### config.mk
export PLATFORM = sky130hd
export DESIGN_NAME = bitonic_sort_pipe
export DESIGN_NICKNAME = d
export VERILOG_FILES = /design/src/rtl/bitonic_sort_pipe_pkg.sv /design/src/rtl/bitonic_sort_pipe_cmp_swap.sv /design/src/rtl/bitonic_sort_pipe.sv
export SDC_FILE = /design/constraint.sdc
export NUM_CORES = 2
export LEC_CHECK = 0
export BUFFER_PORTS_ARGS = -buffer_cell sky130_fd_sc_hd__clkbuf_2
export CORE_ASPECT_RATIO = 1.4
export CORE_MARGIN = 5
export CORE_UTILIZATION = 45
export DETAILED_ROUTE_END_ITERATION = 8
export PLACE_DENSITY = 0.61
export SLEW_MARGIN = 20
export SYNTH_ARGS = -nofsm -noshare
export SYNTH_HDL_FRONTEND = slang
export SYNTH_SLANG_ARGS = --single-unit
### constraint.sdc
create_clock -name clk -period 27.7 [get_ports clk]
set_input_delay 8.31 -clock clk [delete_from_list [all_inputs] [get_ports clk]]
set_output_delay 8.31 -clock clk [all_outputs]
set_load 0.02 [all_outputs]
### src/rtl/bitonic_sort_pipe_pkg.sv
// Shared types and compile-time helpers for the pipelined bitonic sorter.
package sort_pkg;

   localparam int MAX_LOG2N = 5;

   // Key layout {data, idx} for the default configuration (WIDTH 8, LOG2N 3).
   // Modules with other parameters build the same layout at their own widths.
   typedef struct packed {
      logic [7:0] data;
      logic [2:0] idx;
   } key_t;

   // Partner lane of a compare-exchange and whether the pair sorts upward.
   typedef struct packed {
      logic [4:0] lane;
      logic       up;
   } partner_t;

   function automatic int num_stages(input int log2n);
      return log2n * (log2n + 1) / 2;
   endfunction

   // Columns are grouped by merge size p; group p holds p+1 columns with
   // distance q running from p down to 0. The grouping does not depend on N.
   function automatic partner_t partner(input int stage, input int lane);
      partner_t r;
      int s;
      int p;
      int q;
      s = stage;
      p = 0;
      for (int k = 0; k < MAX_LOG2N; k++) begin
         if (s > p) begin
            s = s - p - 1;
            p = p + 1;
         end
      end
      q      = p - s;
      r.lane = 5'(lane ^ (1 << q));
      r.up   = (((lane >> (p + 1)) & 1) == 0);
      return r;
   endfunction

endpackage

### src/rtl/bitonic_sort_pipe_cmp_swap.sv
// Combinational compare-exchange on {data, idx} keys. lo feeds the lower lane,
// hi the upper lane; with dir_up = 0 the larger key goes to lo.
module cmp_swap #(
   parameter int WIDTH  = 8,
   parameter int IW     = 3,
   parameter int SIGNED = 0
) (
   input  logic [WIDTH+IW-1:0] a,
   input  logic [WIDTH+IW-1:0] b,
   input  logic                dir_up,
   output logic [WIDTH+IW-1:0] lo,
   output logic [WIDTH+IW-1:0] hi
);

   localparam int KW = WIDTH + IW;

   logic [KW-1:0] ka;
   logic [KW-1:0] kb;
   logic          a_lt_b;

   // Flipping the data sign bit turns a two's complement compare into an unsigned one.
   always_comb begin
      ka = a;
      kb = b;
      if (SIGNED != 0) begin
         ka[KW-1] = ~a[KW-1];
         kb[KW-1] = ~b[KW-1];
      end
      a_lt_b = (ka < kb);
      lo     = (a_lt_b == dir_up) ? a : b;
      hi     = (a_lt_b == dir_up) ? b : a;
   end

endmodule

### src/rtl/bitonic_sort_pipe.sv
// Fully pipelined bitonic sorter with per-vector direction and global-stall
// valid/ready flow control. The network always sorts ascending; descending
// vectors are reversed at the output.
module bitonic_sort_pipe
   import sort_pkg::*;
#(
   parameter int WIDTH  = 8,
   parameter int LOG2N  = 3,
   parameter int SIGNED = 0
) (
   input  logic             clk,
   input  logic             rst,
   input  logic             flush,
   input  logic             in_valid,
   output logic             in_ready,
   input  logic             in_desc,
   input  logic [WIDTH-1:0] in_data  [0:(1<<LOG2N)-1],
   output logic             out_valid,
   input  logic             out_ready,
   output logic [WIDTH-1:0] out_data [0:(1<<LOG2N)-1],
   output logic [LOG2N-1:0] out_idx  [0:(1<<LOG2N)-1]
);

   localparam int N  = 1 << LOG2N;
   localparam int NS = num_stages(LOG2N);
   localparam int KW = WIDTH + LOG2N;

   logic [KW-1:0] key_in [0:N-1];
   logic [KW-1:0] col_d  [0:NS-1][0:N-1];
   logic [KW-1:0] col_q  [0:NS-1][0:N-1];
   logic [NS-1:0] vld_q;
   logic [NS-1:0] desc_q;
   logic          adv;

   assign out_valid = vld_q[NS-1];
   assign adv       = out_ready | ~out_valid;
   assign in_ready  = adv;

   for (genvar l = 0; l < N; l++) begin : g_key
      assign key_in[l] = {in_data[l], LOG2N'(l)};
   end

   for (genvar s = 0; s < NS; s++) begin : g_col
      logic [KW-1:0] src [0:N-1];
      for (genvar l = 0; l < N; l++) begin : g_src
         if (s == 0) begin : g_first
            assign src[l] = key_in[l];
         end else begin : g_next
            assign src[l] = col_q[s-1][l];
         end
      end
      for (genvar l = 0; l < N; l++) begin : g_lane
         localparam logic [5:0] P  = partner(s, l);
         localparam int         PL = int'(P[5:1]);
         localparam bit         PU = P[0];
         if (PL > l) begin : g_cs
            cmp_swap #(
               .WIDTH  (WIDTH),
               .IW     (LOG2N),
               .SIGNED (SIGNED)
            ) u_cs (
               .a      (src[l]),
               .b      (src[PL]),
               .dir_up (PU),
               .lo     (col_d[s][l]),
               .hi     (col_d[s][PL])
            );
         end
      end
   end

   // Advance all stages together; flush clears valid bits and leaves data untouched.
   always_ff @(posedge clk or posedge rst) begin
      if (rst) begin
         vld_q  <= '0;
         desc_q <= '0;
         for (int s = 0; s < NS; s++) begin
            for (int l = 0; l < N; l++) begin
               col_q[s][l] <= '0;
            end
         end
      end else if (flush) begin
         vld_q <= '0;
      end else if (adv) begin
         vld_q[0]  <= in_valid;
         desc_q[0] <= in_desc;
         for (int s = 1; s < NS; s++) begin
            vld_q[s]  <= vld_q[s-1];
            desc_q[s] <= desc_q[s-1];
         end
         for (int s = 0; s < NS; s++) begin
            for (int l = 0; l < N; l++) begin
               col_q[s][l] <= col_d[s][l];
            end
         end
      end
   end

   for (genvar k = 0; k < N; k++) begin : g_out
      assign out_data[k] = desc_q[NS-1] ? col_q[NS-1][N-1-k][KW-1:LOG2N]
                                        : col_q[NS-1][k][KW-1:LOG2N];
      assign out_idx[k]  = desc_q[NS-1] ? col_q[NS-1][N-1-k][LOG2N-1:0]
                                        : col_q[NS-1][k][LOG2N-1:0];
   end

endmodule

== After elaboration in Yosys (flattened, before gate mapping) ==
Cells that the tools add are included.
W data, S select, Z words.
Storage, ports and cells
  ROM bits: 0
  output and inout bits: 90
  register bits after elaboration: 540
  RAM bits: 0
  bits in latches: 0
  logic and storage cells: 145
  bits of input ports: 70
  memories: 0
Cells by class
  divide/modulo/power cells: 0
  equal/unequal tests: 0
  $add $sub $neg: 0
  $mul: 0
  $lt $le $gt $ge: 24
  reduce and logical (&&, ||, !) cells: 2
  bitwise operators: 3
  shift operators: 0
  muxes and demuxes: 66
Operators by type and width (number)
  $mux W11: 48
  $lt A11 B11 Y1: 24
  $mux W8: 8
  $mux W3: 8
  $mux W6: 2
  $not A1 Y1: 2
  $reduce_and A2 Y1: 1
  $reduce_bool A2 Y1: 1
  $or A1 B1 Y1: 1

== Logic depth before layout (Yosys ltp) ==
  depth after elaboration: 4
  depth in mapped cells: 10
  depth with buffers taken out: 8

== Hierarchy ==
From an unflattened synthesis, not the netlist that was laid out.
Second synthesis, totals
  cells, all modules: 2915
  area total of the unflattened synthesis: 37638.6 sq um
Modules (own cells, without submodules)
  bitonic_sort_pipe: cells each 1255, area each 21775.9 sq um, instances 1
  cmp_swap at g_col[0].g_lane[0].g_cs.u_cs ...: cells each 61, area each 619.3 sq um, instances 22
  cmp_swap at g_col[1].g_lane[5].g_cs.u_cs ...: cells each 159, area each 1118.6 sq um, instances 2

== Worst setup path before layout ==
OpenSTA, ideal clock, no wires.
  kind: input -> output
  start point: input port out_ready
  end point: output port in_ready
  data required time: 19.390 ns
  buffers on the path: 1
  stages: 3
  arrival time: 8.705 ns
  setup slack: 10.685 ns
  cell sequence: nor2b_1 buf_2 inv_1
Between the ends
  longest elaborated chain between the ends: 1
RTL lines
  start, declared: RTL line bitonic_sort_pipe.sv:19  | input logic out_ready,
  $or A1 B1 Y1: RTL line bitonic_sort_pipe.sv:36  | assign adv = out_ready | ~out_valid;
  end, declared: RTL line bitonic_sort_pipe.sv:15  | output logic in_ready,
No other way between the ends.

== Final worst setup path ==
Ends and elaborated chain as after synthesis.

==> results.json <==
{
  "firstDrtPassIters": 5,
  "wl_per_cell_um": 19.3,
  "yosysWarnings": 0,
  "crit_type": "in -> out",
  "drive_above_1_share_pct": 13.4,
  "crit_arrival_ns": 9.39,
  "fin_nets": 3744,
  "hp-class": "reg -> reg",
  "relSlewSlack_pct": 24.3,
  "ys_types": 52,
  "period_needed_ns": 17.70,
  "synth.area.top_cells": "dfrtp_1 (41%), mux2i_1 (11%), ha_1 (8.5%), a21oi_1 (5.3%), nor2_1 (4.9%)",
  "fp-row-count": 114,
  "yosysTopAreaCellShare_pct": 41.3,
  "fmax_mhz": 56.5,
  "top_layer": "met4",
  "avgViaCountPerCell": 5.58,
  "cts_made_buffers": 55,
  "syn_avg_cell_area_um2": 9.11,
  "initial_utilization_pct": 45.3,
  "worst_path_max_delay_cell": "nor2b_1",
  "syn_inst": 3425,
  "globalplace.congestion": 0.886,
  "tns_ns": 0,
  "clock-root-buffer": "clkbuf_16",
  "powerDensity_nw_per_um2": 125,
  "yosysSeqAreaShare_pct": 41.3,
  "rsz0062_at_grt": "false",
  "seqPwrFrac_pct": 33.6,
  "io_pins": 160,
  "stdcell_area_um2": 34500,
  "worstPathCellList": "clkbuf_2 -> nor2b_1 -> inv_1 -> clkbuf_2",
  "fp.dieH_um": 321,
  "hold_viol_final": 0,
  "place.port_buffers": 159,
  "finalSetupViolCount": 0,
  "grt_pass1_wl_um": 136000,
  "drt_wl_total_um": 85500,
  "p_sw_share_pct": 45.1,
  "synthArstFlopShare_pct": 100,
  "clockBufferDepth": 3,
  "outcome": "completed",
  "ys_ff_latch": 515,
  "ir_drop_mv": 0.0574,
  "internal-power_mw": 2.37,
  "die_area_um2": 74700,
  "fin_crit_sh_pct": 63.9,
  "ys.flop_type": "dfrtp_1",
  "ant_nets": 0,
  "syn_to_final_growth_pct": 10.7,
  "drv_slew": 0,
  "p_leak_nw": 16.6,
  "cap_violations": 0,
  "grt_usage_pct": 22.7,
  "drt_iter0_markers": 1471,
  "drt-met1-wl_um": 36300,
  "worst_slew_pin_slew_ns": 1.13,
  "grt-ovfl-total": 0,
  "critPathLaunchType": "primary input",
  "slowest_delay_ns": 0.48,
  "antenna_found_initial": 0,
  "htreeDepth": 2,
  "wl_met2_um": 42800,
  "crit_fanout": 8,
  "syn_area_um2": 31200,
  "post-cts-setup-buffers": 0,
  "combPwrFrac_pct": 48.9,
  "die_x_um": 232,
  "skew_ns": 0.0157,
  "p_switching_mw": 1.95,
  "clock_latency_ns": 0.61,
  "cts.repair.resized": 0,
  "design.core.area_um2": 68900,
  "dpl-instance-area_um2": 32700,
  "cts.sink_count": 515,
  "synth_edf_count": 0,
  "first_global_vias": 23600,
  "syn-num-nets": 3708,
  "required_ns": 19.39,
  "power.share.clock_pct": 17.5,
  "drc_errors": 0,
  "diodes": 0,
  "grt_start_max_net_pins": 179,
  "crit_path_end_kind": "output port",
  "regToRegSetupSlack_ns": 23.18,
  "path_common_cell": "clkbuf_2",
  "cts_tree": "yes",
  "vias": 24700,
  "yosysTopAreaCell": "dfrtp_1",
  "wl_met3_um": 3060,
  "cts.clk_slew.worst_paths_ns": 0.05,
  "dp_hpwl_um": 63400,
  "ctsHoldBuffers": 0
}
## layout make-up
type                            instances  area, µm²
Fill cell                            6599      34400
Multi-Input combinational cell       2463      16600
Sequential cell                       515      12900
Clock buffer                           83       1620
Tap cell                              928       1160
Timing Repair Buffer                  204       1150
Inverter                              222        841
Clock inverter                         19        220
## Yosys cell counts (13+ instances only)
library cell  instances
nor2_1              404
clkbuf_1            167
inv_1               221
buf_2                42
a211oi_1             43
nor3_1              170
ha_1                213
mux2_2               88
a221oi_1             27
nand2b_1             13
o221ai_1             36
o221a_2              44
nand4_1              17
o31ai_1              52
a21o_1               16
nand3_1              55
o21ai_2              18
dfrtp_1             515
o311ai_0             28
mux2i_1             336
nand2_1             358
o21ai_1              32
a21oi_1             331
o21ai_0             109
## state kept, by name, summed over array words and instances, names as in the netlist
name and count:
col_q 503, desc_q 6, vld_q 6
## critical path, delay by kind of cell
kind                   cells  cell delay, ns
buffers and inverters      3            0.60
AND/OR/NAND/NOR            1            0.48
## through the flow
stage	cells	total power, mW	utilization (%)	setup slack (ns)	hold slack [ns]
final	4434	4.32	50.1	10.00	0.471
after global routing	4434	4.63	50.1	9.91	0.500
after CTS	4434	4.35	50.1	9.99	0.473
after detailed placement	4332	3.58	47.4	10.0	0.459
after global placement	4332	3.54	47.4	10.04	0.454
after floorplan	3425	2.87	-	5.01	0.439
## per-layer routing
metal  GRT usage, %  up-vias
met5              0        -
met2           40.0      526
met4           8.09        0
li1               -    12300
met1           29.1    11800
met3           2.41      123
## power groups by stage
stage               clock network, mW  registers, mW  logic (mW)
detailed placement                  0           1.46        2.12
floorplan                           0           1.27        1.59
global placement                    0           1.45        2.09
CTS                             0.773           1.45        2.13
finish                          0.756           1.45        2.11
global route                    0.804           1.49        2.33
## placed cells by master, fill, tap and decap left out, types with 104 or more instances in the layout
cell      synthesis  final
o21ai_0         109    104
mux2i_1         336    336
nor2_1          404    403
clkbuf_2          0    159
nor3_1          170    170
ha_1            213    213
inv_1           221    220
a21oi_1         331    328
nand2_1         358    358
dfrtp_1         515    514
## logic make-up after synthesis
kind of cell / count (synthesis) / synth area share, %
flip-flops: 515 / 41.3
multiplexers: 424 / 14.0
AND/OR/NAND/NOR: 1038 / 13.9
adder cells (fa/ha/maj): 213 / 8.55
AO/OA/AOI/OAI: 788 / 16.6
buffers and inverters: 447 / 5.72
## worst paths after layout
kind,startpoint,endpoint,depth (start not counted)
max in group asynchronous,rst,col_q[404]$_DFFE_PP0P_,4
max,out_ready,in_ready,4
max reg2reg,vld_q[5]$_DFFE_PP0P_,col_q[336]$_DFFE_PP0P_,8
min in group asynchronous,rst,col_q[4]$_DFFE_PP0P_,2
min reg2reg,desc_q[1]$_DFFE_PP0P_,desc_q[2]$_DFFE_PP0P_,2
min,desc_q[1]$_DFFE_PP0P_,desc_q[2]$_DFFE_PP0P_,2
No activity file was read; power rests on OpenSTA's default activity.
